[src/rtl/clint_ahb_timer_if.sv]
// ----------------------------------------------------------------------------
// clint_ahb_timer_if
//
// AHB-Lite slave-side bundle for the CLINT timer block.
//
// Handshake: an address phase is taken when HSELCLINT, HREADY and HTRANS[1]
// are all 1 at a rising HCLK edge. The matching data phase is the following
// cycle. During it, HWDATA carries write data and HREADCLINT carries read data.
// The slave never stalls (HREADYCLINT=1) and never errors (HRESPCLINT=0).
//
// Signals:
//   HSELCLINT    master->slave  slave select
//   HADDR[15:0]  master->slave  byte offset within the CLINT region
//   HWRITE       master->slave  1 = write transfer
//   HTRANS[1:0]  master->slave  transfer type, bit 1 = NONSEQ/SEQ
//   HSIZE[2:0]   master->slave  transfer size, 0=byte .. 3=dword
//   HREADY       master->slave  bus-wide ready
//   HWDATA       master->slave  write data (data phase)
//   HREADCLINT   slave->master  read data (data phase)
//   HREADYCLINT  slave->master  always 1
//   HRESPCLINT   slave->master  always 0
// ----------------------------------------------------------------------------
interface clint_ahb_timer_if #(
    parameter int XLEN = 64
);
    logic            HSELCLINT;
    logic [15:0]     HADDR;
    logic            HWRITE;
    logic [1:0]      HTRANS;
    logic [2:0]      HSIZE;
    logic            HREADY;
    logic [XLEN-1:0] HWDATA;
    logic [XLEN-1:0] HREADCLINT;
    logic            HREADYCLINT;
    logic            HRESPCLINT;

    modport master (
        output HSELCLINT, HADDR, HWRITE, HTRANS, HSIZE, HREADY, HWDATA,
        input  HREADCLINT, HREADYCLINT, HRESPCLINT
    );

    modport slave (
        input  HSELCLINT, HADDR, HWRITE, HTRANS, HSIZE, HREADY, HWDATA,
        output HREADCLINT, HREADYCLINT, HRESPCLINT
    );
endinterface

[src/rtl/clint_ahb_timer.sv]
// ----------------------------------------------------------------------------
// clint_ahb_timer
//
// Core-local interruptor on an AHB-Lite slave port. It holds the 64-bit machine
// timer mtime, its compare register mtimecmp and the software-interrupt bit
// msip. It drives the timer/software interrupts and the time value straight
// into the privileged unit.
//
// Parameters:
//   XLEN          bus data width, 32 or 64
//   TIMEBASE_DIV  mtime increments once every TIMEBASE_DIV HCLK cycles (>=1)
//
// Ports:
//   HCLK         in   clock
//   HRESETn      in   synchronous active-low reset
//   bus          if   AHB-Lite slave (see clint_ahb_timer_if)
//   MTIME_CLINT  out  current mtime
//   MTimerInt    out  mtime >= mtimecmp (unsigned)
//   MSwInt       out  msip[0]
//
// Register map (byte offsets):
//   0x0000  msip      (bit 0)
//   0x4000  mtimecmp  (XLEN=32: low word 0x4000, high word 0x4004)
//   0xBFF8  mtime     (XLEN=32: low word 0xBFF8, high word 0xBFFC)
// ----------------------------------------------------------------------------
module clint_ahb_timer #(
    parameter int XLEN         = 64,
    parameter int TIMEBASE_DIV = 1
) (
    input  logic                  HCLK,
    input  logic                  HRESETn,
    clint_ahb_timer_if.slave      bus,
    output logic [63:0]           MTIME_CLINT,
    output logic                  MTimerInt,
    output logic                  MSwInt
);

    localparam int NB = XLEN / 8;
    localparam int AW = $clog2(NB);

    // Decode uses 64-bit slots (HADDR[15:3]); XLEN=32 picks a half with bit 2.
    localparam logic [12:0] SLOT_MSIP  = 13'h0000;
    localparam logic [12:0] SLOT_CMP   = 13'h0800;
    localparam logic [12:0] SLOT_MTIME = 13'h17FF;

    logic [63:0]     mtime_q, mtime_d;
    logic [63:0]     mtimecmp_q, mtimecmp_d;
    logic            msip_q, msip_d;
    logic [15:2]     addr_q, addr_d;
    logic            write_q, write_d;
    logic [NB-1:0]   be_q, be_d;
    logic [XLEN-1:0] rdata_q, rdata_d;

    logic            accept;
    logic [NB-1:0]   be_mask;
    int              size_bytes;
    int              lane_off;
    logic [63:0]     rd64;
    logic [XLEN-1:0] rd_word;
    logic [7:0]      be64;
    logic [63:0]     wd64;
    logic            wr_msip, wr_cmp, wr_mtime, mtime_wr;
    logic            tick;
    logic            unused_ok;

    assign unused_ok = &{1'b0, bus.HTRANS[0]};

    assign accept = bus.HSELCLINT & bus.HREADY & bus.HTRANS[1];

    // Byte-enable mask from size and low address bits, little-endian lanes.
    always_comb begin
        be_mask    = '0;
        size_bytes = 1 << bus.HSIZE;
        lane_off   = int'(bus.HADDR[AW-1:0]);
        for (int i = 0; i < NB; i++) begin
            be_mask[i] = (i >= lane_off) && (i < lane_off + size_bytes);
        end
    end

    // Read value of the slot addressed in the current address phase.
    always_comb begin
        rd64 = '0;
        case (bus.HADDR[15:3])
            SLOT_MSIP:  rd64 = {63'b0, msip_q};
            SLOT_CMP:   rd64 = mtimecmp_q;
            SLOT_MTIME: rd64 = mtime_q;
            default:    rd64 = '0;
        endcase
    end

    generate
        if (XLEN == 64) begin : gen_rd64
            assign rd_word = rd64;
        end else begin : gen_rd32
            assign rd_word = bus.HADDR[2] ? rd64[63:32] : rd64[31:0];
        end
    endgenerate

    // Map the captured XLEN-wide lanes onto the 64-bit register view.
    always_comb begin
        be64 = '0;
        wd64 = '0;
        for (int i = 0; i < 8; i++) begin
            be64[i] = be_q[i % NB] && ((NB == 8) || ((i / NB) == int'(addr_q[2])));
            wd64[8*i +: 8] = bus.HWDATA[8*(i % NB) +: 8];
        end
    end

    assign wr_msip  = write_q && (addr_q[15:3] == SLOT_MSIP);
    assign wr_cmp   = write_q && (addr_q[15:3] == SLOT_CMP);
    assign wr_mtime = write_q && (addr_q[15:3] == SLOT_MTIME);
    assign mtime_wr = wr_mtime && (|be64);

    function automatic logic [63:0] merge_bytes(input logic [63:0] old_v,
                                                input logic [63:0] new_v,
                                                input logic [7:0]  be);
        logic [63:0] r;
        r = old_v;
        for (int i = 0; i < 8; i++) begin
            if (be[i]) r[8*i +: 8] = new_v[8*i +: 8];
        end
        return r;
    endfunction

    // Prescaler: a software write to mtime restarts the timebase period.
    generate
        if (TIMEBASE_DIV == 1) begin : gen_no_presc
            assign tick = 1'b1;
        end else begin : gen_presc
            localparam int PW = $clog2(TIMEBASE_DIV);
            logic [PW-1:0] presc_q, presc_d;

            assign tick = (presc_q == PW'(TIMEBASE_DIV - 1));

            always_comb begin
                presc_d = presc_q + 1'b1;
                if (mtime_wr || tick) presc_d = '0;
            end

            always_ff @(posedge HCLK) begin
                if (!HRESETn) presc_q <= '0;
                else          presc_q <= presc_d;
            end
        end
    endgenerate

    always_comb begin
        // Write wins over increment; unwritten bytes keep the pre-increment value.
        mtime_d = mtime_q;
        if (mtime_wr)  mtime_d = merge_bytes(mtime_q, wd64, be64);
        else if (tick) mtime_d = mtime_q + 64'd1;

        mtimecmp_d = wr_cmp ? merge_bytes(mtimecmp_q, wd64, be64) : mtimecmp_q;
        msip_d     = (wr_msip && be64[0]) ? wd64[0] : msip_q;

        addr_d  = accept ? bus.HADDR[15:2] : addr_q;
        write_d = accept & bus.HWRITE;
        be_d    = accept ? be_mask : be_q;
        // Read data is sampled from the pre-write registers, so a read right
        // after a write to the same location returns the old value.
        rdata_d = (accept && !bus.HWRITE) ? rd_word : '0;
    end

    always_ff @(posedge HCLK) begin
        if (!HRESETn) begin
            mtime_q    <= '0;
            mtimecmp_q <= '1;
            msip_q     <= 1'b0;
            addr_q     <= '0;
            write_q    <= 1'b0;
            be_q       <= '0;
            rdata_q    <= '0;
        end else begin
            mtime_q    <= mtime_d;
            mtimecmp_q <= mtimecmp_d;
            msip_q     <= msip_d;
            addr_q     <= addr_d;
            write_q    <= write_d;
            be_q       <= be_d;
            rdata_q    <= rdata_d;
        end
    end

    assign bus.HREADCLINT  = rdata_q;
    assign bus.HREADYCLINT = 1'b1;
    assign bus.HRESPCLINT  = 1'b0;

    assign MTIME_CLINT = mtime_q;
    assign MTimerInt   = (mtime_q >= mtimecmp_q);
    assign MSwInt      = msip_q;

endmodule

[src/flat_wrapper.sv]
// flat-port wrapper written by rule: the top's interface ports become plain ports
module clint_ahb_timer_flat 
#(
    parameter int XLEN         = 64,
    parameter int TIMEBASE_DIV = 1
)
  (HCLK, HRESETn, MTIME_CLINT, MTimerInt, MSwInt, bus_HSELCLINT, bus_HADDR, bus_HWRITE, bus_HTRANS, bus_HSIZE, bus_HREADY, bus_HWDATA, bus_HREADCLINT, bus_HREADYCLINT, bus_HRESPCLINT);
  clint_ahb_timer_if #(.XLEN(XLEN)) bus_i ();
  input  logic HCLK;
  input  logic HRESETn;
  output logic [63:0] MTIME_CLINT;
  output logic MTimerInt;
  output logic MSwInt;
  input wire logic [$bits(bus_i.HSELCLINT)-1:0] bus_HSELCLINT;
  input wire logic [$bits(bus_i.HADDR)-1:0] bus_HADDR;
  input wire logic [$bits(bus_i.HWRITE)-1:0] bus_HWRITE;
  input wire logic [$bits(bus_i.HTRANS)-1:0] bus_HTRANS;
  input wire logic [$bits(bus_i.HSIZE)-1:0] bus_HSIZE;
  input wire logic [$bits(bus_i.HREADY)-1:0] bus_HREADY;
  input wire logic [$bits(bus_i.HWDATA)-1:0] bus_HWDATA;
  output wire logic [$bits(bus_i.HREADCLINT)-1:0] bus_HREADCLINT;
  output wire logic [$bits(bus_i.HREADYCLINT)-1:0] bus_HREADYCLINT;
  output wire logic [$bits(bus_i.HRESPCLINT)-1:0] bus_HRESPCLINT;
  assign bus_i.HSELCLINT = bus_HSELCLINT;
  assign bus_i.HADDR = bus_HADDR;
  assign bus_i.HWRITE = bus_HWRITE;
  assign bus_i.HTRANS = bus_HTRANS;
  assign bus_i.HSIZE = bus_HSIZE;
  assign bus_i.HREADY = bus_HREADY;
  assign bus_i.HWDATA = bus_HWDATA;
  assign bus_HREADCLINT = bus_i.HREADCLINT;
  assign bus_HREADYCLINT = bus_i.HREADYCLINT;
  assign bus_HRESPCLINT = bus_i.HRESPCLINT;
  clint_ahb_timer #(.XLEN(XLEN), .TIMEBASE_DIV(TIMEBASE_DIV)) u_core (.HCLK(HCLK), .HRESETn(HRESETn), .bus(bus_i), .MTIME_CLINT(MTIME_CLINT), .MTimerInt(MTimerInt), .MSwInt(MSwInt));
endmodule
[config.mk]
export PLATFORM = sky130hd
export DESIGN_NAME = clint_ahb_timer_flat
export DESIGN_NICKNAME = d
export VERILOG_FILES = /design/src/rtl/clint_ahb_timer_if.sv /design/src/rtl/clint_ahb_timer.sv /design/src/flat_wrapper.sv
export SDC_FILE = /design/constraint.sdc
export NUM_CORES = 1
export LEC_CHECK = 0
export ABC_CLOCK_PERIOD_IN_PS = 4900
export BUFFER_PORTS_ARGS = -buffer_cell sky130_fd_sc_hd__buf_2
export CAP_MARGIN = 0
export CORE_MARGIN = 2
export CORE_UTILIZATION = 24
export DETAILED_ROUTE_END_ITERATION = 10
export GPL_TIMING_DRIVEN = 1
export HOLD_SLACK_MARGIN = 0.02
export PLACE_DENSITY = 0.39
export SYNTH_ARGS = -nofsm -noshare
export SYNTH_HDL_FRONTEND = slang
export SYNTH_SLANG_ARGS = --single-unit
[constraint.sdc]
create_clock -name HCLK -period 4.9 [get_ports HCLK]
set_input_delay 0.735 -clock HCLK [delete_from_list [all_inputs] [get_ports HCLK]]
set_output_delay 0.735 -clock HCLK [all_outputs]
set_load 0.02 [all_outputs]
# == Word level (Yosys, flattened, before mapping) ==
# Index checks and enable logic that the tools add are counted.
# word_totals
ram_bits,0
out_inout_bits,132
input_bits,90
memories,0
rom_bits,0
latch_bits,0
reg_bits,216
# op_classes
div,0
n_reduce_logical,26
add_sub_neg,2
mul,0
muxes,10
bitwise,3
magnitude_cmp,16
shift,1
n_eq_ne,12
# op_table
cell,n
64-bit one-hot mux with 3 select lines,1
"4-bit by 32-bit less-than comparator with 1-bit output, first input constant",4
"64-bit by 1-bit adder with 64-bit output, second input constant",1
64-bit greater-or-equal comparator,1
"3-bit by 32-bit less-than comparator with 1-bit output, first input constant",2
64-bit 2-to-1 mux,1
8-bit 2-to-1 mux,8
4-bit by 32-bit adder with 32-bit output,1
"1-bit by 32-bit less-than comparator with 1-bit output, first input constant",1
"2-bit by 32-bit less-than comparator with 1-bit output, first input constant",1
"1-bit by 3-bit << shifter with 32-bit output, first input constant",1
"13-bit by 12-bit == test with 1-bit output, second input constant",2
"13-bit == test, second input constant",2
13-bit zero test,2
2-bit AND reduction,9
"2-bit by 1-bit != test with 1-bit output, second input constant",8
1-bit logical AND,13
"3-bit greater-or-equal comparator, first input constant",3
8-bit OR reduction,1
"1-bit by 3-bit greater-or-equal comparator with 1-bit output, first input constant",2
"2-bit by 3-bit greater-or-equal comparator with 1-bit output, first input constant",2
1-bit AND,3
1-bit zero test,1

# == Logic depth before layout (Yosys ltp) ==
# logic_depth
word_depth,4
ltp_mapped,9

# == Least setup slack after synthesis ==
# OpenSTA, ideal clock, no wires.
# synth_path
path_type,input to register
startpoint,input bus_HSIZE[0]
endpoint,"register u_core.be_q[0], in the netlist u_core.be64[0]"
t_arrival_ps,2748
cell_stages,8
setup_slack_ps,2020
path_buffers,0
cell_sequence,nor3_1 > ha_1 > fa_1 > or4_1 > a211o_1 > nand2b_1 > o311ai_0 > a21oi_1
# synth_via
elab_chain_len,4
# synth_rtl
element,line_no,rtl
start: declaration,flat_wrapper.sv:18,input wire logic [$bits(bus_i.HSIZE)-1:0] bus_HSIZE;
1-bit by 3-bit << shifter with 32-bit output,clint_ahb_timer.sv:73,size_bytes = 1 << bus.HSIZE;
4-bit by 32-bit adder with 32-bit output,clint_ahb_timer.sv:76,be_mask[i] = (i >= lane_off) && (i < lane_off + size_bytes);
1-bit by 32-bit less-than comparator with 1-bit output,clint_ahb_timer.sv:76,
1-bit logical AND,clint_ahb_timer.sv:76,
end signal: assignment,clint_ahb_timer.sv:171,be_q <= '0;
end signal: assignment,clint_ahb_timer.sv:179,be_q <= be_d;
end: declaration,clint_ahb_timer.sv:51,"logic [NB-1:0] be_q, be_d;"
# Every way passes these cells.
# A chain may end at the register's enable or synchronous reset.

# == Worst setup path after layout ==
# layout_path
startpoint,"register u_core.mtime_q[0], in the netlist u_core.MTIME_CLINT[0]"
endpoint,output MTimerInt
# layout_via
elab_chain_len,1
# layout_rtl
element,line_no,rtl
start: declaration,clint_ahb_timer.sv:46,"logic [63:0] mtime_q, mtime_d;"
start signal: assignment,clint_ahb_timer.sv:174,mtime_q <= mtime_d;
64-bit greater-or-equal comparator,clint_ahb_timer.sv:189,assign MTimerInt = (mtime_q >= mtimecmp_q);
end: declaration,flat_wrapper.sv:12,output logic MTimerInt;
# Every way passes these cells.

==> flow_summary.yaml <==
logic_synthesis:
  synth_mux_area_share_pct: 2.29
  syn_area_mm2: 0.0113
  yosys.area.top_type: "dfxtp_1"
  synth-xor-area-share_pct: 1.63
  syn_avg_cell_area_um2: 7.98
  synth_nets: 1570
  synthCells: 1411
  ys_seq_area_share_pct: 38.2
  ys.flop_type: "dfxtp_1"
  synth_top_family_by_area: "simple AND/OR/NAND/NOR gates"
  synthAdderAreaFrac_pct: 7.73
  synth_compound_area_share_pct: 17.2
  synth-edff-count: 0
  synth_top_area_share_pct: 38.2
  synthSimpleGateAreaFrac_pct: 27.0
  postSynth.asyncResetShare_pct: 0
  yosysUniqueCellTypes: 69
  ys_ff_latch: 215
  synthTopCellsByArea: "dfxtp_1, nand3_1, ha_1"
  synth_warnings: 0
detailed_routing:
  ant_nets: 0
  routed_wl_um: 41100
  vias: 11000
  drc: 0
  via_per_inst: 4.97
  dr.first_iter.drc_count: 658
  drt-pass1-iter-count: 5
  wire_per_inst_um: 18.5
global_routing:
  grt_max_degree: 65
  grt_pass1_vias: 10800
  grt_usage_pct: 16.8
  grt_overflow_total: 0
  grt_pass1_wl_um: 64300
  antenna_found_initial: 4
setup_path:
  path_max_fanout: 7
  crit_arrival_ns: 3.36
  startpoint_type: "register"
  end_kind: "output pin"
  worst-setup-path-type: "reg -> out"
  worstPathRequired_ns: 4.16
layout:
  multi_input_area_mm2: 0.00634
  nNetsFinal: 1752
  ff_latch_area_mm2: 0.00430
  mostFrequentLayoutCells: "buf_2, dfxtp_1, nand3_1"
  drive_gt1_share_pct: 19.7
  num-fill-cells: 5083
  area_growth_pct: 23.3
  layout_commonest_cell: "buf_2"
pwr:
  irDropWorstVdd_uv: 164
  total_power_mw: 3.97
  p_leak_nw: 6.47
  p_per_area_mw_per_mm2: 286
place:
  dp_slack_ns: 1.36
  dp_hpwl_um: 29700
  gp_congestion: 0.813
  numPortBuffers: 218
clock_tree:
  insertion_delay_ns: 0.56
  clock-sinks: 215
  cts_setup_buffers: 0
  cts_max_path_buffers: 3
  htreeDepth: 1
  post_cts_resized: 0
  cts_tree: "built"
  cts_buffers: 28
  clockRootBuffer: "clkbuf_16"
  cts_hold_buf: 0
  cts.reportedPaths.clkPinSlew_ns: 0.06
floorplan:
  fp.dieH_um: 221
  initial_core_util_pct: 24.2
  num_rows: 79
  die-width_um: 221
  die_area_mm2: 0.0487
  ioPinCount: 222
  core_mm2: 0.0465
timing:
  drv_slew: 0
  clock_skew_ns: 0.00944
  rsz0062_at_grt: "false"
  period_minus_slack_ns: 4.09
  setup_viol: 0
  maxSlewHeadroom_pct: 25.0
  layout_setup_ws_ns: 0.807
  hold_viol: 0
  worst_pin_slew_ns: 1.12
  hold_ws_ns: 0.429
  fin_crit_sh_pct: 83.5
  fmax_mhz: 244
  tns_ns: 0
run:
  drv_cap: 0
status:
  status: "finished, final reports clean"
min_path:
  hp-class: "in -> reg"
==> registers in the layout, summed over array words and instances (netlist names) <==
register and count:
u_core.MSwInt 1, u_core.MTIME_CLINT 64, u_core.addr_q 13, u_core.be64 8, u_core.bus.HREADCLINT 64, u_core.mtimecmp_q 64, u_core.write_q 1
==> cells in the mapped netlist (3+ instances only) <==
cell type  number
a22oi_1        66
a211oi_1       24
nand3b_1        3
nor4b_1         3
nand4b_1        5
o21ai_0        51
a31oi_1        30
clkbuf_1       79
buf_6           3
nor2b_1         8
nor3b_1         6
ha_1           68
xnor2_1        10
mux2_2         14
or3_1           3
buf_1           8
or4_1           3
xor2_1         11
nor3_1         18
dfxtp_1       215
and2_0          3
a21o_1         11
nor2_1        112
nand3_1       178
nand2_1       164
and3_1         21
inv_1          72
mux2i_1        10
and4_1         16
nor4_1         22
a311oi_1        5
nand4_1        27
o31a_1          3
nand2b_1        3
o311ai_0        4
and2_1         13
a21oi_1        72
a221oi_1        5
==> cell families (layout without fill, tap and decap cells) <==
family,Yosys count,after routing
and+or+nand+nor,617,617
AOI/OAI and AO/OA,296,296
DFF,215,215
buffers and inverters,167,367
adders and majority gates,69,69
muxes,24,24
xor gates and xnor gates,21,21
other,2,4
==> critical path: stages (launching register included) <==
cell and delay [ns]:
dfxtp_1 0.44, inv_1 0.09, ha_1 0.20, nor2b_1 0.12, o21ai_0 0.19, a41oi_1 0.19, o311ai_0 0.74, a31oi_1 0.36
o21ai_0 0.26, buf_2 0.21
==> where the power goes <==
part	internal, mW	leakage, nW	switching [mW]
clock	1.23	0.443	0.808
sequential	1.76	1.74	0.00930
combinational	0.0578	4.29	0.108
==> final timing paths <==
path	start	endpoint	slack, ns	cells past startpoint
worst max-delay path	u_core.MTIME_CLINT[0]	MTimerInt	0.81	9
worst min-delay path	bus_HWDATA[35]	u_core.mtimecmp_q[35]	0.43	3
worst max register to register	u_core.be64[1]	u_core.MTIME_CLINT[12]	1.83	7
worst min register to register	u_core.addr_q[6]	u_core.addr_q[6]	0.47	2
==> area by class of cell <==
class | instances | area share [%]
antenna | 2 | 0.0360
sequential | 215 | 31.0
clock buffer | 44 | 6.13
clock inverter | 4 | 0.324
timing repair buffer | 246 | 9.46
multi-input combinational | 1029 | 45.6
tap | 607 | 5.47
inverter | 73 | 1.97
==> metrics by stage <==
stage               instances  area (um2)  utilization, %
detailed placement       2170       13000            28.0
global route             2218       13900            29.9
finish                   2220       13900            29.9
floorplan                1411       11300               -
CTS                      2218       13900            29.9
global placement         2170       13000            28.0
==> layer usage <==
metal  up-vias  routed length [um]  track usage (%)
met2       249               19500             28.2
met1      5282               18700             22.5
met3        45                2220             2.76
met4         2                 669             3.91
li1       5461                   -                -
met5         -                  14                0
(Power assumes the default switching activity.)
